===== src/rtl/json_stream_arb.sv =====
// Two-source packet arbiter feeding a JSON parser: round-robin per packet,
// registered output stage, forced truncation at MAX_BEATS with drain of the tail.
module json_stream_arb #(
  parameter int unsigned DATA_W    = 64,
  parameter int unsigned KEEP_W    = DATA_W / 8,
  parameter int unsigned MAX_BEATS = 256,
  parameter int unsigned CNT_W     = 16
) (
  input  logic              clk,
  input  logic              rst_n,
  input  logic [DATA_W-1:0] s0_data,
  input  logic [KEEP_W-1:0] s0_keep,
  input  logic              s0_last,
  input  logic              s0_valid,
  output logic              s0_ready,
  input  logic [DATA_W-1:0] s1_data,
  input  logic [KEEP_W-1:0] s1_keep,
  input  logic              s1_last,
  input  logic              s1_valid,
  output logic              s1_ready,
  output logic [DATA_W-1:0] m_data,
  output logic [KEEP_W-1:0] m_keep,
  output logic              m_last,
  output logic              m_valid,
  input  logic              m_ready,
  output logic              m_src,
  output logic              trunc_err,
  output logic [CNT_W-1:0]  pkt_cnt0,
  output logic [CNT_W-1:0]  pkt_cnt1
);

  localparam int unsigned BEAT_W = 16;
  localparam logic [BEAT_W-1:0] LAST_BEAT = BEAT_W'(MAX_BEATS - 1);

  typedef enum logic [1:0] {
    ST_IDLE  = 2'd0,
    ST_PASS  = 2'd1,
    ST_DRAIN = 2'd2
  } state_e;

  state_e              state_q, state_d;
  logic                g_q, g_d;
  logic                rr_q, rr_d;
  logic [BEAT_W-1:0]   beat_cnt_q, beat_cnt_d;
  logic [DATA_W-1:0]   m_data_q, m_data_d;
  logic [KEEP_W-1:0]   m_keep_q, m_keep_d;
  logic                m_last_q, m_last_d;
  logic                m_valid_q, m_valid_d;
  logic                m_src_q, m_src_d;
  logic                trunc_q, trunc_d;
  logic [CNT_W-1:0]    pkt_cnt0_q, pkt_cnt0_d;
  logic [CNT_W-1:0]    pkt_cnt1_q, pkt_cnt1_d;

  logic [DATA_W-1:0]   sel_data;
  logic [KEEP_W-1:0]   sel_keep;
  logic                sel_last;
  logic                sel_valid;
  logic                sel_ready;
  logic                accept;

  // Granted source view; only the granted source is ever looked at.
  assign sel_data  = g_q ? s1_data  : s0_data;
  assign sel_keep  = g_q ? s1_keep  : s0_keep;
  assign sel_last  = g_q ? s1_last  : s0_last;
  assign sel_valid = g_q ? s1_valid : s0_valid;

  // State register and all datapath registers.
  always_ff @(posedge clk or negedge rst_n) begin
    if (!rst_n) begin
      state_q    <= ST_IDLE;
      g_q        <= 1'b0;
      rr_q       <= 1'b1;
      beat_cnt_q <= '0;
      m_data_q   <= '0;
      m_keep_q   <= '0;
      m_last_q   <= 1'b0;
      m_valid_q  <= 1'b0;
      m_src_q    <= 1'b0;
      trunc_q    <= 1'b0;
      pkt_cnt0_q <= '0;
      pkt_cnt1_q <= '0;
    end else begin
      state_q    <= state_d;
      g_q        <= g_d;
      rr_q       <= rr_d;
      beat_cnt_q <= beat_cnt_d;
      m_data_q   <= m_data_d;
      m_keep_q   <= m_keep_d;
      m_last_q   <= m_last_d;
      m_valid_q  <= m_valid_d;
      m_src_q    <= m_src_d;
      trunc_q    <= trunc_d;
      pkt_cnt0_q <= pkt_cnt0_d;
      pkt_cnt1_q <= pkt_cnt1_d;
    end
  end

  // Next-state, output-register load and source handshake.
  always_comb begin
    state_d    = state_q;
    g_d        = g_q;
    rr_d       = rr_q;
    beat_cnt_d = beat_cnt_q;
    m_data_d   = m_data_q;
    m_keep_d   = m_keep_q;
    m_last_d   = m_last_q;
    m_valid_d  = m_valid_q & ~m_ready;
    m_src_d    = m_src_q;
    trunc_d    = 1'b0;
    pkt_cnt0_d = pkt_cnt0_q;
    pkt_cnt1_d = pkt_cnt1_q;
    sel_ready  = 1'b0;
    accept     = 1'b0;

    case (state_q)
      ST_IDLE: begin
        // Contention goes to the source that was not served last.
        if (s0_valid && s1_valid) begin
          g_d     = ~rr_q;
          state_d = ST_PASS;
        end else if (s0_valid) begin
          g_d     = 1'b0;
          state_d = ST_PASS;
        end else if (s1_valid) begin
          g_d     = 1'b1;
          state_d = ST_PASS;
        end
      end

      ST_PASS: begin
        sel_ready = ~m_valid_q | m_ready;
        accept    = sel_valid & sel_ready;
        if (accept) begin
          m_data_d   = sel_data;
          m_keep_d   = sel_keep;
          m_last_d   = sel_last;
          m_src_d    = g_q;
          m_valid_d  = 1'b1;
          beat_cnt_d = beat_cnt_q + BEAT_W'(1);
          if (sel_last || (beat_cnt_q == LAST_BEAT)) begin
            beat_cnt_d = '0;
            if (g_q) pkt_cnt1_d = pkt_cnt1_q + CNT_W'(1);
            else     pkt_cnt0_d = pkt_cnt0_q + CNT_W'(1);
            if (sel_last) begin
              rr_d    = g_q;
              state_d = ST_IDLE;
            end else begin
              // Truncate: close the packet downstream and swallow the tail.
              m_last_d = 1'b1;
              trunc_d  = 1'b1;
              state_d  = ST_DRAIN;
            end
          end
        end
      end

      ST_DRAIN: begin
        sel_ready = 1'b1;
        accept    = sel_valid;
        if (accept && sel_last) begin
          rr_d    = g_q;
          state_d = ST_IDLE;
        end
      end

      default: state_d = ST_IDLE;
    endcase
  end

  assign s0_ready  = sel_ready & ~g_q;
  assign s1_ready  = sel_ready &  g_q;
  assign m_data    = m_data_q;
  assign m_keep    = m_keep_q;
  assign m_last    = m_last_q;
  assign m_valid   = m_valid_q;
  assign m_src     = m_src_q;
  assign trunc_err = trunc_q;
  assign pkt_cnt0  = pkt_cnt0_q;
  assign pkt_cnt1  = pkt_cnt1_q;

endmodule

===== config.mk =====
export PLATFORM = sky130hd
export DESIGN_NAME = json_stream_arb
export DESIGN_NICKNAME = d
export VERILOG_FILES = /design/src/rtl/json_stream_arb.sv
export SDC_FILE = /design/constraint.sdc
export NUM_CORES = 1
export LEC_CHECK = 0
export BUFFER_PORTS_ARGS = -buffer_cell sky130_fd_sc_hd__buf_2
export CAP_MARGIN = 20
export CORE_UTILIZATION = 48
export DETAILED_ROUTE_END_ITERATION = 8
export GPL_ROUTABILITY_DRIVEN = 1
export GPL_TIMING_DRIVEN = 0
export PLACE_DENSITY_LB_ADDON = 0.2
export SYNTH_ARGS = -nofsm -noshare
export SYNTH_HDL_FRONTEND = slang
export SYNTH_SLANG_ARGS = --single-unit
export TNS_END_PERCENT = 30

===== constraint.sdc =====
create_clock -name clk -period 2.6 [get_ports clk]
set_input_delay 0.13 -clock clk [delete_from_list [all_inputs] [get_ports clk]]
set_output_delay 0.13 -clock clk [all_outputs]
set_load 0.005 [all_outputs]

==> impl_results.rst <==
.. list-table::
   :header-rows: 1

   * - Metric
     - Value
   * - Status
     - complete, no violations
   * - Die span in x
     - 115 um
   * - Clock transition at the registers of the reported paths
     - ~0.060 ns
   * - Pleak
     - 4.49 nW
   * - Yosys top cell by area
     - sky130_fd_sc_hd__dfrtp_1
   * - WL/cell
     - roughly 17 um
   * - Slew HR
     - around half
   * - Cell repeated most along the worst path
     - sky130_fd_sc_hd__buf_2
   * - Post-route minimum period
     - 2.40 ns
   * - Cell area after technology mapping
     - around 6100 sq um
   * - Number of global-route vias before repair
     - 5717
   * - Final layout net count
     - 1057
   * - Final routed DRC violation total
     - 0
   * - YS warnings
     - 0
   * - Global placer's final weighted congestion
     - roughly 0.85
   * - Kind of path behind the tightest hold check
     - primary input to flop
   * - Endpoint required time on the critical path
     - 2.89 ns
   * - Slowest stage cell on the critical path
     - sky130_fd_sc_hd__dlygate4sd3_1
   * - Final number of max-transition violations
     - 0
   * - Initial core utilization
     - 50.1%
   * - Final Power
     - roughly 0.0088 W
   * - Buffer type at the clock tree root
     - sky130_fd_sc_hd__clkbuf_16
   * - Residual antenna-violating net count after detailed routing
     - 0
   * - Area growth from synthesis to layout
     - 39.9%
   * - Fin util
     - 70.1%
   * - Worst Setup End Kind
     - flop
   * - Maximum cell stage delay along the critical path
     - 0.58 ns
   * - Synth top area cells
     - sky130_fd_sc_hd__dfrtp_1, sky130_fd_sc_hd__mux2i_1, sky130_fd_sc_hd__o21ai_0
   * - Final hold violation count
     - 0
   * - Achievable Freq
     - roughly 420 MHz
   * - FP Rows
     - 40
   * - Number of fillers in the final layout
     - 967
   * - Longest Clk Path Bufs
     - 2
   * - Detailed Routing Iterations Pass 1
     - 5
   * - Sequential element share of the synthesized area
     - 52.2%
   * - Hold slack final
     - between 0.008 and 0.009 ns
   * - Clock latency of the later-clocked register in the worst-skew pair
     - 0.42 ns
   * - Power density cells
     - 1020 nW/um^2
   * - Clock tree from TritonCTS
     - yes
   * - Post-CTS Setup Repair Bufs
     - 0
   * - FF+latch count, synth
     - 128
   * - Final HPWL DP
     - 13.2 mm
   * - Fraction of final layout cells with drive strength greater than 1
     - 35.8%
   * - Kind of launch point of the worst setup path
     - flop
   * - Number of antenna violations at the first check in global routing
     - 3
   * - Maximum level of the CTS H-tree
     - 4
   * - Unrepaired setup endpoints after global routing
     - no
   * - Kind of critical path
     - flop to flop
   * - Worst Max-Slew Pin Slew
     - 0.748 ns
   * - Max-cap violation count
     - 0
   * - Share of the clock period used by the worst path
     - 92.2%
   * - Post-Synthesis Mean Instance Area
     - a little over 10 sq um
   * - Num Clock Sinks
     - between 100 and 150
   * - Syn nets
     - 749
   * - Number of I/O port buffers
     - 260
   * - Detailed-route vias per instance
     - 5.29
   * - Overflow left after global routing
     - 0
   * - Top-area cell type share of the netlist area
     - 51.7%
   * - Wire length of the first global-routing pass
     - approximately 28 mm
   * - Dominant register cell in the synthesized netlist
     - sky130_fd_sc_hd__dfrtp_1
   * - Vert. Die Dim
     - 115 um
   * - Clock buffer count from CTS
     - 17
   * - Peak supply drop
     - 0.586 mV
   * - Overall track demand over capacity in global routing
     - between 20% and 30%
   * - Maximum fanout count along the critical path
     - 10
   * - Post-Syn Instances
     - 591
   * - Reg2reg setup slack
     - 0.20 ns
   * - Async SR Flop Fraction
     - 100%
   * - Final clock skew
     - 0.00851 ns
   * - Post-route worst setup slack
     - roughly 0.2 ns
   * - Routed vias
     - between 5000 and 6000
   * - Number of enable-type register cells in the synthesized netlist
     - 0
   * - Number of different library cells in the post-synthesis netlist
     - 47
   * - DRT iter0 DRCs
     - ~280
   * - Arrival time reported for the critical path endpoint
     - 2.68 ns
   * - Pre-CTS setup slack
     - 0.491 ns
   * - Largest net degree at the start of global routing
     - 75
   * - Total die area
     - 13300 sq um
   * - IO Pins
     - 261
   * - Area of the core
     - 12300 sq um
   * - Crit-path cells
     - buf_2 -> clkbuf_4 -> buf_2 -> mux2i_1 -> dlygate4sd3_1 -> o21ai_0
   * - Final setup vio count
     - 0
   * - Final WL
     - 18.0 mm
-- cells by family (layout without fill, tap and decap cells) --
group,Yosys count,count (layout),share of synthesized area [%]
simple gates,194,194,15.6
other cells,0,4,0
buf+inv,41,361,3.14
flops,128,128,52.2
fa+ha+maj,7,7,1.43
mux,78,78,12.8
xor+xnor,34,34,4.85
compound gates,109,109,9.96
-- metrics by stage --
stage | cell area (sq um) | cells | TNS [ns]
final | 8590 | 1083 | 0
after detailed placement | 7690 | 1020 | 0
after global placement | 7650 | 1019 | -27.61
after floorplan | 6140 | 591 | 0
after CTS | 8580 | 1079 | 0
after global routing | 8590 | 1082 | 0
-- area by class of cell --
cell class              instances  area [sq um]  area share, %
flip-flops and latches        128          3200           37.3
well taps                     168           210           2.45
repair buffers                289          1620           18.8
multi-input cells             422          2750           31.9
inverters                       9          33.8          0.393
plain buffers                  32           161           1.88
diodes                          4          10.0          0.116
clock inverters                 4          70.1          0.815
clock buffers                  27           543           6.32
-- sequential cells by signal, summed over array words and instances, names as in the netlist, 2 cells and up --
signal      count
m_data         64
m_keep          8
pkt_cnt1       16
pkt_cnt0       16
state_q         2
beat_cnt_q     16
-- cells in the final DEF (no fill, tap or decap), drive strengths merged, types with 4 or more instances in the layout --
cell / n
a21oi: 10
and3: 8
and4: 4
buf: 280
clkbuf: 40
dfrtp: 127
diode: 4
dlygate4sd3: 28
ha: 7
inv: 9
mux2: 5
mux2i: 73
nand2: 94
nand3: 28
nand4: 13
nor2: 14
nor3: 10
nor4: 7
o21ai: 87
xnor2: 21
xor2: 13
-- timing repair --
item / CTS / global route
hold buffers: 28 / 0
hold endpoints to repair: 72 / 0
gates resized for setup: 0 / 1
endpoints found under the setup margin: 0 / 1
-- routing by layer --
metal / vias up / part of all wire, % / global-route usage [%]
met5: - / 0 / 0
met4: 0 / 3.3 / 15.2
met3: 39 / 5.9 / 7.91
met2: 210 / 51 / 48.4
met1: 2786 / 39 / 32.7
li1: 2698 / - / -
-- where the power goes --
part | leakage, nW | switching, W | internal, W
clock | 0.305 | 0.000833 | 0.00161
combinational | 2.55 | 0.00184 | 0.00144
sequential | 1.63 | 0.000405 | 0.00266
total | 4.49 | 0.00308 | 0.00571
-- worst max-delay path, delay by kind of cell, from the launching register on --
| kind | cells | cell delay [ns] |
|---|---|---|
| DFF | 1 | 0.39 |
| muxes | 1 | 0.23 |
| AOI/OAI and AO/OA | 1 | 0.07 |
| buffers and inverters | 4 | 1.57 |
-- cell usage after synthesis (2+ instances only) --
master                     number
sky130_fd_sc_hd__a21o_1         2
sky130_fd_sc_hd__a21oi_1        8
sky130_fd_sc_hd__and2_1         3
sky130_fd_sc_hd__and3_1         8
sky130_fd_sc_hd__and4_1         4
sky130_fd_sc_hd__buf_2         16
sky130_fd_sc_hd__buf_6          2
sky130_fd_sc_hd__clkbuf_1      12
sky130_fd_sc_hd__dfrtp_1      127
sky130_fd_sc_hd__ha_1           7
sky130_fd_sc_hd__inv_1          9
sky130_fd_sc_hd__mux2_2         4
sky130_fd_sc_hd__mux2i_1       73
sky130_fd_sc_hd__nand2_1       94
sky130_fd_sc_hd__nand2b_1       3
sky130_fd_sc_hd__nand3_1       28
sky130_fd_sc_hd__nand4_1       12
sky130_fd_sc_hd__nor2_1        13
sky130_fd_sc_hd__nor2b_1        3
sky130_fd_sc_hd__nor3_1        10
sky130_fd_sc_hd__nor4_1         3
sky130_fd_sc_hd__nor4_2         2
sky130_fd_sc_hd__nor4_4         2
sky130_fd_sc_hd__o21ai_0       86
sky130_fd_sc_hd__o31ai_1        3
sky130_fd_sc_hd__or2_2          2
sky130_fd_sc_hd__or3_1          3
sky130_fd_sc_hd__xnor2_1       21
sky130_fd_sc_hd__xor2_1        13
-- worst paths after layout --
check                                to          from  cells past startpoint
setup / recovery             m_data[60]           g_q                      6
hold / removal               m_data[54]   s0_data[54]                      3
setup reg to reg             m_data[60]           g_q                      6
hold reg to reg            pkt_cnt1[15]  pkt_cnt1[15]                      1
max in group asynchronous     m_data[9]         rst_n                      3
min in group asynchronous   pkt_cnt0[7]         rst_n                      2
No activity file was read; power rests on OpenSTA's default activity.
